$ cat src/rtl/mips_exec_ctrl.sv
// MIPS execute-stage control: main decode, ALU control and ALU,
// all outputs registered for a fixed one-cycle latency.
module mips_exec_ctrl (
  input  logic        clock,
  input  logic        reset_n,
  input  logic [5:0]  opcode,
  input  logic [5:0]  funct,
  input  logic [31:0] operand_a,
  input  logic [31:0] operand_b,
  input  logic [31:0] imm,
  output logic [1:0]  wb,
  output logic [2:0]  m,
  output logic [3:0]  ex,
  output logic [3:0]  alu_ctl,
  output logic [31:0] alu_result,
  output logic        zero
);

  logic [1:0]  wb_d, wb_q;
  logic [2:0]  m_d, m_q;
  logic [3:0]  ex_d, ex_q;
  logic [3:0]  ctl_d, ctl_q;
  logic [31:0] res_d, res_q;
  logic        zero_d, zero_q;
  logic [1:0]  alu_op;
  logic [31:0] op_b;

  always_comb begin
    wb_d = 2'b00;
    m_d  = 3'b000;
    ex_d = 4'b0000;
    unique case (1'b1)
      (opcode == 6'b000000): begin
        wb_d = 2'b10;
        ex_d = 4'b1100;
      end
      (opcode == 6'b100011): begin
        wb_d = 2'b11;
        m_d  = 3'b010;
        ex_d = 4'b0001;
      end
      (opcode == 6'b101011): begin
        m_d  = 3'b001;
        ex_d = 4'b0001;
      end
      (opcode == 6'b000100): begin
        m_d  = 3'b100;
        ex_d = 4'b0010;
      end
      default: ;
    endcase
  end

  assign alu_op = ex_d[2:1];
  assign op_b   = ex_d[0] ? imm : operand_b;

  always_comb begin
    ctl_d = 4'b1111;
    unique case (alu_op)
      2'b00: ctl_d = 4'b0010;
      2'b01: ctl_d = 4'b0110;
      2'b10: begin
        unique case (funct)
          6'b100000: ctl_d = 4'b0010;
          6'b100010: ctl_d = 4'b0110;
          6'b100100: ctl_d = 4'b0000;
          6'b100101: ctl_d = 4'b0001;
          6'b101010: ctl_d = 4'b0111;
          6'b100111: ctl_d = 4'b1100;
          default:   ctl_d = 4'b1111;
        endcase
      end
      default: ctl_d = 4'b1111;
    endcase
  end

  always_comb begin
    res_d = 32'h0;
    unique case (ctl_d)
      4'b0000: res_d = operand_a & op_b;
      4'b0001: res_d = operand_a | op_b;
      4'b0010: res_d = operand_a + op_b;
      4'b0110: res_d = operand_a - op_b;
      4'b0111: res_d = {31'h0, $signed(operand_a) < $signed(op_b)};
      4'b1100: res_d = ~(operand_a | op_b);
      default: res_d = 32'h0;
    endcase
    zero_d = (res_d == 32'h0);
  end

  always_ff @(posedge clock) begin
    if (!reset_n) begin
      wb_q   <= '0;
      m_q    <= '0;
      ex_q   <= '0;
      ctl_q  <= '0;
      res_q  <= '0;
      zero_q <= 1'b0;
    end else begin
      wb_q   <= wb_d;
      m_q    <= m_d;
      ex_q   <= ex_d;
      ctl_q  <= ctl_d;
      res_q  <= res_d;
      zero_q <= zero_d;
    end
  end

  assign wb         = wb_q;
  assign m          = m_q;
  assign ex         = ex_q;
  assign alu_ctl    = ctl_q;
  assign alu_result = res_q;
  assign zero       = zero_q;

endmodule

$ cat config.mk
export PLATFORM = sky130hd
export DESIGN_NAME = mips_exec_ctrl
export DESIGN_NICKNAME = d
export VERILOG_FILES = /design/src/rtl/mips_exec_ctrl.sv
export SDC_FILE = /design/constraint.sdc
export NUM_CORES = 1
export LEC_CHECK = 0
export CAP_MARGIN = 20
export CELL_PAD_IN_SITES_DETAIL_PLACEMENT = 0
export CELL_PAD_IN_SITES_GLOBAL_PLACEMENT = 2
export CORE_MARGIN = 2
export CORE_UTILIZATION = 25
export CTS_CLUSTER_SIZE = 8
export DETAILED_ROUTE_END_ITERATION = 8
export DONT_BUFFER_PORTS = 1
export PLACE_DENSITY = 0.67
export REMOVE_ABC_BUFFERS = 1
export SLEW_MARGIN = 10
export SYNTH_ARGS = -nofsm -noshare
export SYNTH_HDL_FRONTEND = slang
export SYNTH_SLANG_ARGS = --single-unit
$ cat constraint.sdc
create_clock -name clock -period 5.1 [get_ports clock]
set_input_delay 0.765 -clock clock [delete_from_list [all_inputs] [get_ports clock]]
set_output_delay 0.765 -clock clock [all_outputs]
set_load 0.005 [all_outputs]
==> results of run 1 <==
-- path summary, 6_finish.rpt --
| path | to | slack (ps) | cells after the start |
|---|---|---|---|
| worst max-delay path | zero | 350 | 16 |
| worst min-delay path | wb[0] | 540 | 1 |
-- cell families (layout without fill, tap and decap cells) --
kind of cell / count (synthesis) / in the layout / share of synthesized area, %
and+or+nand+nor: 321 / 321 / 21.2
DFF: 44 / 44 / 11.8
muxes: 42 / 42 / 6.18
xor gates and xnor gates: 32 / 32 / 3.74
buffers and inverters: 156 / 179 / 8.53
AOI/OAI and AO/OA: 322 / 322 / 30.3
adders and majority gates: 108 / 108 / 18.2
-- per-layer routing --
metal / routed length (um) / GRT usage [%] / up-vias
li1: - / - / 3744
met4: 670 / 4.75 / 0
met5: 0 / 0 / -
met1: 14500 / 27.4 / 3742
met2: 13700 / 30.6 / 314
met3: 2380 / 3.16 / 41
-- where the power goes --
part / internal (uW) / switching [uW] / leakage (uW)
logic: 348 / 507 / 0.00326
registers: 379 / 19.6 / 0.000364
clock network: 231 / 150 / 0.0000808
total: 959 / 676 / 0.00370
-- flip-flops by register name, summed over array words and instances (netlist names) --
| register | count |
|---|---|
| wb | 2 |
| zero | 1 |
| alu_result | 32 |
| m | 2 |
| ex | 3 |
| alu_ctl | 4 |
-- cell type report --
type	count	area, sq um
fillers	3297	21100
multi-input cells	825	5980
flip-flops and latches	44	881
repair buffers	71	558
well taps	390	488
inverters	100	375
clock buffers	6	129
clock inverters	2	35.0
-- worst max-delay path, cell delays in order --
cell and delay (ps):
nor2_1 140, nand4_1 300, buf_12 260, mux2_2 280, inv_1 80, ha_1 300, nand2b_4 180, a2111o_1 490
and3_1 250, a221o_1 330, a222oi_1 430, nand4_1 160, nor4_1 360, and4bb_1 300, o2111ai_1 140, nor3_2 200
-- cells in the final DEF, fill, tap and decap left out, types with 8 or more instances in the layout --
| master | n |
|---|---|
| a221o_1 | 8 |
| nand2b_1 | 12 |
| nand4_1 | 15 |
| nand3_1 | 18 |
| or2_2 | 8 |
| a31oi_1 | 12 |
| xnor2_1 | 27 |
| o21ai_0 | 55 |
| o221ai_1 | 12 |
| nand2_1 | 65 |
| nor3_1 | 25 |
| a211oi_1 | 18 |
| ha_1 | 106 |
| dfxtp_1 | 44 |
| and3_1 | 8 |
| a21o_1 | 18 |
| a21oi_1 | 69 |
| o211ai_1 | 11 |
| mux2_2 | 34 |
| inv_1 | 99 |
| nor4_1 | 12 |
| buf_4 | 69 |
| nor2b_1 | 17 |
| nor2_1 | 103 |
| and2_1 | 11 |
| o31ai_1 | 10 |
| a22oi_1 | 16 |
| mux2i_1 | 8 |
-- metrics by stage --
step | TNS, ps | power [uW] | util [%] | hold WS (ps)
2_1_floorplan | -217 | 948 | - | 837
3_3_place_gp | 0 | 1250 | 28.0 | 841
3_5_place_dp | 0 | 1250 | 28.0 | 854
4_1_cts | 0 | 1630 | 28.6 | 535
5_1_grt | 0 | 1740 | 28.6 | 536
6_report | 0 | 1630 | 28.6 | 541
==> summary.md, run 1 <==
| Metric | Value |
|---|---|
| DR vias | `7841` |
| Synth top area share | `17.7%` |
| IO Pins | `156` |
| Share of cells above drive strength 1 | `14.0%` |
| Cells after synthesis | `approximately 1000` |
| # rows | `63` |
| Crit. Startpoint | `opcode[2]` |
| Crit share post-route | `93.1%` |
| Via/cell ratio | `5.45` |
| Static Leak | `approximately 0.0037 uW` |
| Dpl cells | `1430` |
| Max-cap violation count | `0` |
| 1st-pass router iterations | `7` |
| Antenna violations before repair | `0` |
| Crit. End Element | `register` |
| Height of the die | `177 um` |
| Largest net degree at the start of global routing | `34` |
| Core Area | `29600 sq um` |
| Fin. max-slew vios | `0` |
| Number of inserted diodes | `0` |
| Routability Congestion | `between 0.8 and 0.9` |
| Post-route cell area | `8450 sq um` |
| Worst Slack Setup Final | `around 350 ps` |
| Post-synth EDFFs | `0` |
| Post-route ant nets | `0` |
| TritonCTS clock tree | `built` |
| CTS max path bufs | `2` |
| Synth area leader | `ha_1` |
| Peak VDD IR | `0.111 mV` |
| Synth-to-Final Area Change | `12.8%` |
| CTS Buf Count | `5` |
| Class of the most critical setup path | `in -> reg` |
| Die area | `31400 sq um` |
| RSZ-0062 raised after global routing | `no` |
| GRT overflow | `0` |
| Post-cts resize count | `0` |
| Synth Warn # | `0` |
| Synth cell count leaders | `ha_1 (106), nor2_1 (104), inv_1 (99)` |
| Total global-route track usage | `~19%` |
| First-pass GRT wire length | `46500 um` |
| Initial DRC Count | `slightly above 700` |
| Min Clock Period, post-route | `4750 ps` |
| Clk root buf | `clkbuf_16` |
| Initial Util | `25.3%` |
| Actual slew at the worst max-slew pin | `1060 ps` |
| Post-DP HPWL | `25200 um` |
| Worst path required time | `5330 ps` |
| Fin cells | `1438` |
| Buffers on Ports | `0` |
| Synth Area per Inst | `7.31 sq um` |
| Worst Path Arrival | `4970 ps` |
| Hold_sp | `opcode[3]` |
| Crit Path Max Fanout | `13` |
| Slew margin rel. | `between 20 and 30%` |
| Post-synth cell types | `86` |
| Ys async rst share | `0%` |
| Final count of hold timing violations | `0` |
| CP startpoint kind | `input pin` |
| Dominant cells by area after synthesis | `ha_1 (18%), dfxtp_1 (12%), nor2_1 (5.2%), mux2_2 (5.1%), inv_1 (5.0%)` |
| Setup violators final | `0` |
| Top-count cell post-synth | `ha_1` |
| WL final | `31200 um` |
| Clock Pin Slew Worst Setup and Hold Paths | `~70 ps` |
| Total clock sinks | `44` |
| Htree depth | `2` |
| Outcome | `completed` |
| Vias in the first global route | `7519` |
| Prevailing post-synth register cell | `dfxtp_1` |
| Die Wd | `177 um` |
| Sequential element share of the synthesized area | `11.8%` |
| Hold/Removal Path Class | `in -> reg` |
| Hold_buf cts | `0` |
| Layout Nets | `1265` |
| Pwr per Cell Area | `193 nW/um^2` |
| Mapped Area | `7490 sq um` |
| Yosys reg bits | `between 40 and 50` |
| Setup Buffers After CTS | `0` |
| Max frequency | `211 MHz` |
| Placed Instance Area | `~8300 sq um` |
| Worst slack after detailed placement | `~60 ps` |
| WL per Instance | `21.7 um` |
| DRC | `0` |
(Power assumes the default switching activity.)
==> run 2: changes to the inputs <==
--- a/config.mk
+++ b/config.mk
@@ -5,6 +5,7 @@
 export SDC_FILE = /design/constraint.sdc
 export NUM_CORES = 1
 export LEC_CHECK = 0
+export ABC_AREA = 0
 export CAP_MARGIN = 20
 export CELL_PAD_IN_SITES_DETAIL_PLACEMENT = 0
 export CELL_PAD_IN_SITES_GLOBAL_PLACEMENT = 2
==> results of run 2 <==
No change in the layout: final DEF, timing and power equal those of run 1.
==> patch, RTL diff (settings of run 2) <==
`ex_q` no longer has a reset.
--- a/src/rtl/mips_exec_ctrl.sv
+++ b/src/rtl/mips_exec_ctrl.sv
@@ -92,18 +92,20 @@
     if (!reset_n) begin
       wb_q   <= '0;
       m_q    <= '0;
-      ex_q   <= '0;
       ctl_q  <= '0;
       res_q  <= '0;
       zero_q <= 1'b0;
     end else begin
       wb_q   <= wb_d;
       m_q    <= m_d;
-      ex_q   <= ex_d;
       ctl_q  <= ctl_d;
       res_q  <= res_d;
       zero_q <= zero_d;
     end
+  end
+
+  always_ff @(posedge clock) begin
+    ex_q <= ex_d;
   end
 
   assign wb         = wb_q;
Behaviour: not the same (a bounded check fails within 4 cycles, from zero or initial values and one cycle with reset_n low).
==> patch against run 2 <==
- area after synthesis is 4.8% lower
- design area is 4.1% lower
- non-clock buffer count decreased by 2
- global-route usage down 1.5 points
- routed wire length shrank 11%
- critical endpoint unchanged
- clock power increased by 2%
- setup slack better by 0.0085 ns
- total power is 3.1% lower
- sequential cell count did not move
==> patch: results <==
INSERT INTO impl_metrics (metric_group, metric, value, unit) VALUES
('yosys', 'synth_cell_types', '80', ''),
('critical_path', 'worst-endpoint-arrival', '4.98', 'ns'),
('yosys', 'synth_compound_area_share', '26.83', '%'),
('critical_path', 'start_point_of_the_critical_path', 'opcode[4]', ''),
('cells_and_area', 'final.fill_count', '3109', ''),
('pwr', 'p_int', '0.0009467', 'W'),
('placement', 'globalplace.congestion', '0.8805', ''),
('pwr', 'p_leak', '3.655', 'nW'),
('status', 'status', 'complete, no violations', ''),
('critical_path', 'crit_slowest_cell', 'nor4_1', ''),
('cells_and_area', 'layout-drive-gt1-share', '13.22', '%'),
('placement', 'detailed_placer_s_ending_hpwl', '22.70', 'mm'),
('route', 'via_per_inst', '5.159', ''),
('critical_path', 'crit_family', 'compound AO/OA/AOI/OAI gates', ''),
('cells_and_area', 'final_net_count', '1200', ''),
('pwr', 'clock_power_share', '24.6', '%'),
('cells_and_area', 'finish.cell_count_without_fillers', '1361', ''),
('yosys', 'ys_top_cells_by_count', 'ha_1 (106), inv_1 (91), nor2_1 (75), a21oi_1 (74), nand2_1 (55)', ''),
('yosys', 'synth_mux_area_share', '6.067', '%'),
('global_route', 'global_route.usage.total', '17.90', '%'),
('global_route', 'grt_max_degree', '40', ''),
('pwr', 'comb_cell_power', '0.000794', 'W'),
('global_route', 'first_pass_grt_wire_length', '42.32', 'mm'),
('yosys', 'synthCells', '957', ''),
('route', 'detail_route.wl_per_cell', '20.32', 'um'),
('route', 'dr.pass1.iters', '5', '');
patch: changes by cell type after synthesis, moves of 13 or more:
cell,delta
xor2_1,+35
xnor2_1,-13
nor2_1,-29
nor3_1,-13
o21ai_0,-13
a22oi_1,-14
patch: worst max-delay path by stage:
stage | endpoint | cells after the start | slack (ns)
2_1_floorplan | zero | 16 | -0.66
3_3_place_gp | zero | 18 | 0.01
3_5_place_dp | zero | 18 | 0.04
4_1_cts | zero | 18 | 0.35
5_1_grt | zero | 18 | 0.07
6_report | zero | 18 | 0.36
patch: area by class of cell:
cell class	instances	area, um^2	area share (%)
multi-input combinational	771	5717	70.52
sequential	44	880.8	10.87
timing repair buffer	69	530.5	6.544
tap	378	473.0	5.834
inverter	91	341.6	4.214
clock buffer	6	128.9	1.590
clock inverter	2	35.03	0.4322
patch: per-layer routing:
metal	track usage [%]	wire (um)	share of wire [%]
met1	23.83	12660	46
met3	2.990	1652	6.0
met2	31.10	13160	48
met4	2.119	184	0.67
met5	0	0	0
